[src/rtl/debounce_pkg.sv]
// Shared types and defaults for the debounce filter and its synchronizer.
package debounce_pkg;

    typedef enum logic {
        STABLE   = 1'b0,
        SETTLING = 1'b1
    } state_e;

    localparam int DEFAULT_SYNC_STAGES   = 2;
    localparam int DEFAULT_STABLE_CYCLES = 1000;

endpackage

[src/rtl/debounce_filter_if.sv]
// Signal bundle between a raw-input source and the debounce filter.
// Handshake: none; din is a free-running level, outputs are registered levels/strobes.
interface debounce_filter_if
    import debounce_pkg::*;
#(
    parameter int GLITCH_WIDTH = 8
) ();

    logic                    din;
    logic                    level;
    logic                    rise;
    logic                    fall;
    logic                    settling;
    logic [GLITCH_WIDTH-1:0] glitch_count;
    state_e                  dbg_state;

    modport master (
        output din,
        input  level,
        input  rise,
        input  fall,
        input  settling,
        input  glitch_count,
        input  dbg_state
    );

    modport slave (
        input  din,
        output level,
        output rise,
        output fall,
        output settling,
        output glitch_count,
        output dbg_state
    );

endinterface

[src/rtl/sync_chain.sv]
// Multi-flop synchronizer for a single asynchronous bit; resets to RESET_VAL.
module sync_chain #(
    parameter int   STAGES    = 2,
    parameter logic RESET_VAL = 1'b0
) (
    input  logic clk,
    input  logic rst,
    input  logic d_i,
    output logic q_o
);

    logic [STAGES-1:0] sync_q;

    always_ff @(posedge clk or posedge rst) begin
        if (rst) begin
            sync_q <= {STAGES{RESET_VAL}};
        end else begin
            sync_q <= {sync_q[STAGES-2:0], d_i};
        end
    end

    assign q_o = sync_q[STAGES-1];

endmodule

[src/rtl/debounce_filter.sv]
// Synchronizes a bouncy input and commits a new level only after it has held
// for STABLE_CYCLES+1 consecutive edges; counts aborted candidates.
module debounce_filter
    import debounce_pkg::*;
#(
    parameter int   SYNC_STAGES   = DEFAULT_SYNC_STAGES,
    parameter int   STABLE_CYCLES = DEFAULT_STABLE_CYCLES,
    parameter int   COUNTER_WIDTH = 32,
    parameter logic RESET_LEVEL   = 1'b0,
    parameter int   GLITCH_WIDTH  = 8
) (
    input logic              clk,
    input logic              rst,
    debounce_filter_if.slave bus
);

    localparam logic [63:0] CNT_CAPACITY = (COUNTER_WIDTH >= 64) ? '1
                                         : ((64'd1 << COUNTER_WIDTH) - 64'd1);
    localparam logic [COUNTER_WIDTH-1:0] CNT_TARGET = COUNTER_WIDTH'(STABLE_CYCLES);
    localparam logic [GLITCH_WIDTH-1:0]  GLITCH_MAX = '1;

    if (SYNC_STAGES < 2) begin : g_bad_sync
        $error("debounce_filter: SYNC_STAGES must be at least 2");
    end
    if (STABLE_CYCLES < 1) begin : g_bad_stable
        $error("debounce_filter: STABLE_CYCLES must be at least 1");
    end
    if (64'(STABLE_CYCLES) > CNT_CAPACITY) begin : g_bad_width
        $error("debounce_filter: COUNTER_WIDTH too small for STABLE_CYCLES");
    end

    logic s;

    sync_chain #(
        .STAGES    (SYNC_STAGES),
        .RESET_VAL (RESET_LEVEL)
    ) u_sync (
        .clk (clk),
        .rst (rst),
        .d_i (bus.din),
        .q_o (s)
    );

    state_e                   state_q, state_d;
    logic [COUNTER_WIDTH-1:0] cnt_q, cnt_d;
    logic                     level_q, level_d;
    logic                     rise_q, rise_d;
    logic                     fall_q, fall_d;
    logic [GLITCH_WIDTH-1:0]  glitch_q, glitch_d;

    always_ff @(posedge clk or posedge rst) begin
        if (rst) begin
            state_q  <= STABLE;
            cnt_q    <= '0;
            level_q  <= RESET_LEVEL;
            rise_q   <= 1'b0;
            fall_q   <= 1'b0;
            glitch_q <= '0;
        end else begin
            state_q  <= state_d;
            cnt_q    <= cnt_d;
            level_q  <= level_d;
            rise_q   <= rise_d;
            fall_q   <= fall_d;
            glitch_q <= glitch_d;
        end
    end

    always_comb begin
        state_d  = state_q;
        cnt_d    = cnt_q;
        level_d  = level_q;
        rise_d   = 1'b0;
        fall_d   = 1'b0;
        glitch_d = glitch_q;
        unique case (state_q)
            STABLE: begin
                cnt_d = '0;
                if (s != level_q) begin
                    state_d = SETTLING;
                    cnt_d   = COUNTER_WIDTH'(1);
                end
            end
            SETTLING: begin
                if (s == level_q) begin
                    // Bounced back before qualifying: abort and record it.
                    state_d = STABLE;
                    cnt_d   = '0;
                    if (glitch_q != GLITCH_MAX) begin
                        glitch_d = glitch_q + GLITCH_WIDTH'(1);
                    end
                end else if (cnt_q == CNT_TARGET) begin
                    state_d = STABLE;
                    cnt_d   = '0;
                    level_d = ~level_q;
                    rise_d  = ~level_q;
                    fall_d  = level_q;
                end else begin
                    cnt_d = cnt_q + COUNTER_WIDTH'(1);
                end
            end
            default: begin
                state_d = STABLE;
                cnt_d   = '0;
            end
        endcase
    end

    assign bus.level        = level_q;
    assign bus.rise         = rise_q;
    assign bus.fall         = fall_q;
    assign bus.settling     = (state_q == SETTLING);
    assign bus.glitch_count = glitch_q;
    assign bus.dbg_state    = state_q;

endmodule

[src/flat_wrapper.sv]
// flat-port wrapper written by rule: the top's interface ports become plain ports
module debounce_filter_flat import debounce_pkg::*;
#(
    parameter int   SYNC_STAGES   = DEFAULT_SYNC_STAGES,
    parameter int   STABLE_CYCLES = DEFAULT_STABLE_CYCLES,
    parameter int   COUNTER_WIDTH = 32,
    parameter logic RESET_LEVEL   = 1'b0,
    parameter int   GLITCH_WIDTH  = 8
)
  (clk, rst, bus_din, bus_level, bus_rise, bus_fall, bus_settling, bus_glitch_count, bus_dbg_state);
  debounce_filter_if #(.GLITCH_WIDTH(GLITCH_WIDTH)) bus_i ();
  input logic clk;
  input logic rst;
  input wire logic [$bits(bus_i.din)-1:0] bus_din;
  output wire logic [$bits(bus_i.level)-1:0] bus_level;
  output wire logic [$bits(bus_i.rise)-1:0] bus_rise;
  output wire logic [$bits(bus_i.fall)-1:0] bus_fall;
  output wire logic [$bits(bus_i.settling)-1:0] bus_settling;
  output wire logic [$bits(bus_i.glitch_count)-1:0] bus_glitch_count;
  output wire logic [$bits(bus_i.dbg_state)-1:0] bus_dbg_state;
  assign bus_i.din = bus_din;
  assign bus_level = bus_i.level;
  assign bus_rise = bus_i.rise;
  assign bus_fall = bus_i.fall;
  assign bus_settling = bus_i.settling;
  assign bus_glitch_count = bus_i.glitch_count;
  assign bus_dbg_state = bus_i.dbg_state;
  debounce_filter #(.SYNC_STAGES(SYNC_STAGES), .STABLE_CYCLES(STABLE_CYCLES), .COUNTER_WIDTH(COUNTER_WIDTH), .RESET_LEVEL(RESET_LEVEL), .GLITCH_WIDTH(GLITCH_WIDTH)) u_core (.clk(clk), .rst(rst), .bus(bus_i));
endmodule
[config.mk]
export PLATFORM = sky130hd
export DESIGN_NAME = debounce_filter_flat
export DESIGN_NICKNAME = d
export VERILOG_FILES = /design/src/rtl/debounce_pkg.sv /design/src/rtl/debounce_filter_if.sv /design/src/rtl/sync_chain.sv /design/src/rtl/debounce_filter.sv /design/src/flat_wrapper.sv
export SDC_FILE = /design/constraint.sdc
export NUM_CORES = 1
export LEC_CHECK = 0
export CAP_MARGIN = 25
export CORE_MARGIN = 2
export CORE_UTILIZATION = 55
export CTS_CLUSTER_DIAMETER = 60
export DETAILED_ROUTE_END_ITERATION = 6
export PLACE_DENSITY_LB_ADDON = 0.3
export SLEW_MARGIN = 5
export SYNTH_ARGS = -nofsm -noshare
export SYNTH_HDL_FRONTEND = slang
export SYNTH_SLANG_ARGS = --single-unit
export TNS_END_PERCENT = 20
[constraint.sdc]
create_clock -name clk -period 4.35 [get_ports clk]
set_clock_uncertainty 0.15 [all_clocks]
set_input_delay 0.6525 -clock clk [delete_from_list [all_inputs] [get_ports clk]]
set_output_delay 0.6525 -clock clk [all_outputs]
set_load 0.01 [all_outputs]
## Word level (Yosys, flattened, before mapping)

Cells that the tools add are included.

| storage, ports and cells | value |
|---|---|
| register bits | 46 |

| operators by class | value |
|---|---|
| add/subtract/negate cells | 2 |
| equal/unequal tests | 4 |
| mux-type cells | 14 |
| bitwise gates (word level) | 3 |
| reduce and logical (&&, ||, !) cells | 2 |

Operators by type and width:

| cell | count |
|---|---|
| 32-bit 2-to-1 mux | 2 |
| 32-bit one-hot mux with 2 select lines | 1 |
| 32-bit by 1-bit adder with 32-bit output (second input constant) | 1 |
| 32-bit by 10-bit equality test with 1-bit output (second input constant) | 1 |
| 1-bit 2-to-1 mux | 10 |
| 8-bit by 1-bit adder with 8-bit output (second input constant) | 1 |
| 8-bit inequality test (second input constant) | 1 |
| 3-bit AND reduction | 2 |
| 1-bit inverter | 3 |
| 1-bit one-hot mux with 2 select lines | 1 |
| 1-bit equality test | 1 |
| 1-bit inequality test | 1 |

## Depth between registers and ports, before layout

| logic depth | value |
|---|---|
| word-level depth | 4 |
| gate-level depth with buffers | 9 |

## Modules after synthesis

Synthesis repeated with hierarchy kept, for this count alone.

| unflattened totals | value |
|---|---|
| cells, all modules | 226 |
| area, all modules | 2253.4 um2 |

By module, submodules not included:

| module | times used | cells an instance | area an instance (um2) |
|---|---|---|---|
| debounce_filter | 1 | 223 | 2199.6 |
| sync_chain | 1 | 3 | 53.8 |

## Worst setup path after synthesis

No wires, ideal clock.

| path | value |
|---|---|
| kind | flip-flop to flip-flop |
| start | register u_core.cnt_q[0] |
| end | register u_core.level_q, in the netlist u_core.bus.level |
| arrival time | 1608 ps |
| data required time | 4075 ps |
| slack | 2467 ps |
| cell stages (with the launch flop) | 8 |
| path buffers | 0 |
| period minus slack after synthesis | 1883 ps |
| path through | dfrtp_1 -> inv_1 -> ha_1 -> nor4bb_1 -> nand3_1 -> nor2_1 -> and3_1 -> mux2_2 |

| on the way | value |
|---|---|
| word-level cells in the longest chain between the ends | 2 |

RTL lines:

| element | line | source |
|---|---|---|
| start, declared | debounce_filter.sv:45 | `logic [COUNTER_WIDTH-1:0] cnt_q, cnt_d;` |
| start signal, assigned | debounce_filter.sv:61 | `cnt_q <= cnt_d;` |
| 32-bit by 10-bit equality test with 1-bit output | debounce_filter.sv:92 | `end else if (cnt_q == CNT_TARGET) begin` |
| 3-bit AND reduction (no source line) | n/a |  |
| end signal, assigned | debounce_filter.sv:62 | `level_q <= level_d;` |
| end, declared | debounce_filter.sv:46 | `logic level_q, level_d;` |

No other way between the ends.
A chain may end at the register's enable or synchronous reset.

## Worst setup path in the final report

| path | value |
|---|---|
| start | register u_core.cnt_q[0] |
| end | register u_core.cnt_q[25] |

| on the way | value |
|---|---|
| word-level cells in the longest chain between the ends | 4 |
| elaborated cells on any way between the ends | 5 |
| those cells by class | 1 x add/sub; 1 x eq/ne; 3 x mux |

RTL lines:

| element | line | source |
|---|---|---|
| 32-bit by 1-bit adder with 32-bit output or 32-bit by 10-bit equality test with 1-bit output (tied branches) | debounce_filter.sv:99, debounce_filter.sv:92 |  |
| 32-bit 2-to-1 mux * | debounce_filter.sv:92 |  |
| 32-bit 2-to-1 mux * | debounce_filter.sv:85 | `if (s == level_q) begin` |
| 32-bit one-hot mux with 2 select lines * | debounce_filter.sv:76 | `unique case (state_q)` |
| named net u_core.cnt_d[25] | debounce_filter.sv:45 |  |

The timed path passes the listed nets; every way through them passes the cells marked *.

==> out/qor.json <==
{
  "synth": {
    "post_synth_xor_area_fraction_pct": 13.8,
    "postSynthAreaPerCell_um2": 10.2,
    "post_synth_most_frequent_cells": "dfrtp_1, nor2_1, xor2_1",
    "synth_top_family_by_area": "simple AND/OR/NAND/NOR gates",
    "fraction_of_the_mapped_netlist_area_in_adder_cells_pct": 1.64,
    "yosys.area_share.simple_pct": 27.7,
    "synth_top_cell_area_share_pct": 50.4,
    "post-synth-top-count-cell": "dfrtp_1",
    "synth.cell_area_um2": 2280,
    "post_synth_main_area_contributors": "dfrtp_1, xor2_1, nor2_1",
    "unique_cell_type_count_in_the_yosys_netlist": 33,
    "synth_enable_flop_cells": 0,
    "synth.ff_latch_count": 46,
    "synthCells": 223,
    "synth-compound-area-share_pct": 2.14,
    "synth_flop_cell": "dfrtp_1",
    "library_cell_with_the_largest_summed_area_after_synthesis": "dfrtp_1",
    "muxShareOfSynthArea_pct": 1.43,
    "synth_sequential_area_ratio_pct": 50.4,
    "syn_nets": 229,
    "synth.yosys.warnings": 0,
    "ys_async_sr_fraction_pct": 100
  },
  "clock_network": {
    "clk_root_buffer_cell": "clkbuf_8",
    "cts_hold_buffers": 0,
    "ctsHtreeMaxLevel": 2,
    "cts_num_sinks": 46,
    "cts_resized": 0,
    "clk_latency_ns": 0.30,
    "tritoncts.num_buffers": 5,
    "cts_buffer_depth": 2,
    "cts_post_setup_buffers_inserted": 0,
    "cts.reportedPaths.clkPinSlew_ns": 0.08,
    "clock_tree_from_tritoncts": "done"
  },
  "die": {
    "fp.dieH_um": 68.4,
    "initial_utilization_pct": 57.1,
    "dieArea_um2": 4680,
    "area_of_the_placeable_core_um2": 4000,
    "horiz_die_dim_um": 68.4,
    "floorplan.rows": 23,
    "pin_count": 16
  },
  "critical_path": {
    "critPathMaxFanout": 26,
    "worst-endpoint-arrival_ns": 2.32,
    "crit_cells": 7,
    "path_cells": "inv_1 > ha_1 > nor4bb_1 > nand3_1 > nor2_1 > a21o_1 > nor2_1",
    "slowest_delay_ns": 0.69,
    "critical_path.slowest_cell": "a21o_1",
    "end_kind": "register",
    "critical_path_required_ns": 4.34,
    "timing.critical_path.max_delay_family": "compound AO/OA/AOI/OAI gates",
    "startpoint_type": "register",
    "worstRegToRegCells": 7,
    "crit_buf_inv": 1,
    "critical_path_most_common_cell": "nor2_1",
    "timing_worst_setup_path_type": "register to register"
  },
  "power": {
    "power.density_cell_area_nw_per_um2": 361,
    "vdd_drop_max_mv": 0.267,
    "power.leakage_nw": 1.12
  },
  "grt": {
    "grt.overflow.total": 0,
    "largest_net_degree_at_the_start_of_global_routing": 47,
    "antenna_found_initial": 0,
    "grt_first_pass_wirelength_um": 7160,
    "grt_pass1_vias": 1525,
    "grt_use_total_pct": 20.9
  },
  "min_path": {
    "min_path_type": "register to register",
    "hold_path_depth": 0
  },
  "placed_design": {
    "place.port_buffers": 15,
    "worst_slack_after_detailed_placement_ns": 1.98,
    "dp.final_hpwl_um": 2910,
    "post-place-cells": 281,
    "gp_congestion": 0.788
  },
  "timing": {
    "worst_slack_ns": 2.03,
    "timing.max_slew.rel_slack_pct": 43.3,
    "fmax_mhz": 430,
    "worst_slew_pin_slew_ns": 0.851,
    "final_worst_path_period_share_pct": 53.4,
    "layout_min_cycle_time_ns": 2.32,
    "finalSetupTns_ns": 0,
    "report.final.slew_viol_count": 0,
    "finalHoldViolCount": 0,
    "rsz0062_at_grt": "no",
    "setup_violations": 0
  },
  "finish": {
    "syn2layout_area_growth_pct": 13.1,
    "final_cell_count_no_fill": 290,
    "fillers": 333,
    "post_route_cells_drive_above_1_share_pct": 8.33,
    "count_of_inserted_antenna_diode_cells": 0,
    "final_util_pct": 64.5,
    "final_net_count": 245
  },
  "routing": {
    "dr_total_vias": 1637,
    "first_pass_detailed_route_iteration_total": 4,
    "first_iter_violations": 108,
    "postRouteAntennaNets": 0,
    "drc": 0,
    "detail_route.wl_per_cell_um": 14.5,
    "routed_wl_um": 4200,
    "detail_route.vias_per_cell": 5.64
  },
  "run_status": {
    "run_status": "complete, no violations"
  },
  "run": {
    "timing.max_cap.violations": 0
  }
}
## metrics by stage
| step | instance area (um2) | power (mW) | hold slack, ns |
|---|---|---|---|
| 4_1_cts | 2560 | 0.942 | 0.221 |
| 5_1_grt | 2580 | 0.981 | 0.228 |
| 6_report | 2580 | 0.931 | 0.215 |
| 3_5_place_dp | 2450 | 0.629 | 0.201 |
| 2_1_floorplan | 2280 | 0.561 | 0.181 |
| 3_3_place_gp | 2450 | 0.626 | 0.182 |
## report_power, final
part	internal, mW	switching, mW
sequential	0.455	0.0383
clock	0.169	0.142
combinational	0.0729	0.0541
## sequential cells by signal, indices dropped and copies added, names as in the netlist
name / cells
u_core.bus.level: 1
u_core.bus.fall: 1
u_core.bus.glitch_count: 8
u_core.cnt_q: 32
u_core.bus.rise: 1
u_core.bus.dbg_state: 1
u_core.u_sync.sync_q: 2
## final timing paths
path                                         start                       to  slack, ns
setup reg to reg                   u_core.cnt_q[0]         u_core.cnt_q[25]       2.03
min in group asynchronous                      rst         u_core.cnt_q[20]       0.51
hold reg to reg            u_core.u_sync.sync_q[0]  u_core.u_sync.sync_q[1]       0.21
max in group asynchronous                      rst         u_core.cnt_q[25]       3.04
hold / removal             u_core.u_sync.sync_q[0]  u_core.u_sync.sync_q[1]       0.21
setup / recovery                   u_core.cnt_q[0]         u_core.cnt_q[25]       2.03
## placed cells by master (no fill, tap or decap), types with 2 or more instances in the layout
cell and instances:
nor4_1 7, nand2_1 9, nor2_1 38, clkbuf_8 5
and4_1 4, nand4_1 15, xor2_1 23, ha_1 3
nand3_1 17, nor2_2 3, xnor2_1 13, dfrtp_1 46
clkinv_2 2, mux2_2 2, inv_1 5, and3b_1 2
nor3_1 2, and3_1 11, clkdlybuf4s50_1 15
## cells by family (layout without fill, tap and decap cells)
family,after synthesis,in the layout
simple gates,115,115
flops,46,46
xor+xnor,36,36
buf+inv,13,30
compound gates,7,7
fa+ha+maj,3,3
mux,3,3
## metal layers
layer / track usage, % / share of wire [%]
met1: 28.2 / 46
met2: 31.6 / 49
met3: 5.59 / 3.6
met4: 8.50 / 1.7
met5: 0 / 0
## layout make-up
cell class / instances / area, um2 / area share [%]
multi-input cells: 164 / 1070 / 41.3
clock buffers: 5 / 68.8 / 2.67
clock inverters: 3 / 40.0 / 1.55
repair buffers: 16 / 170 / 6.59
flip-flops and latches: 46 / 1150 / 44.6
inverters: 6 / 22.5 / 0.873
well taps: 50 / 62.6 / 2.42
(Power assumes the default switching activity.)
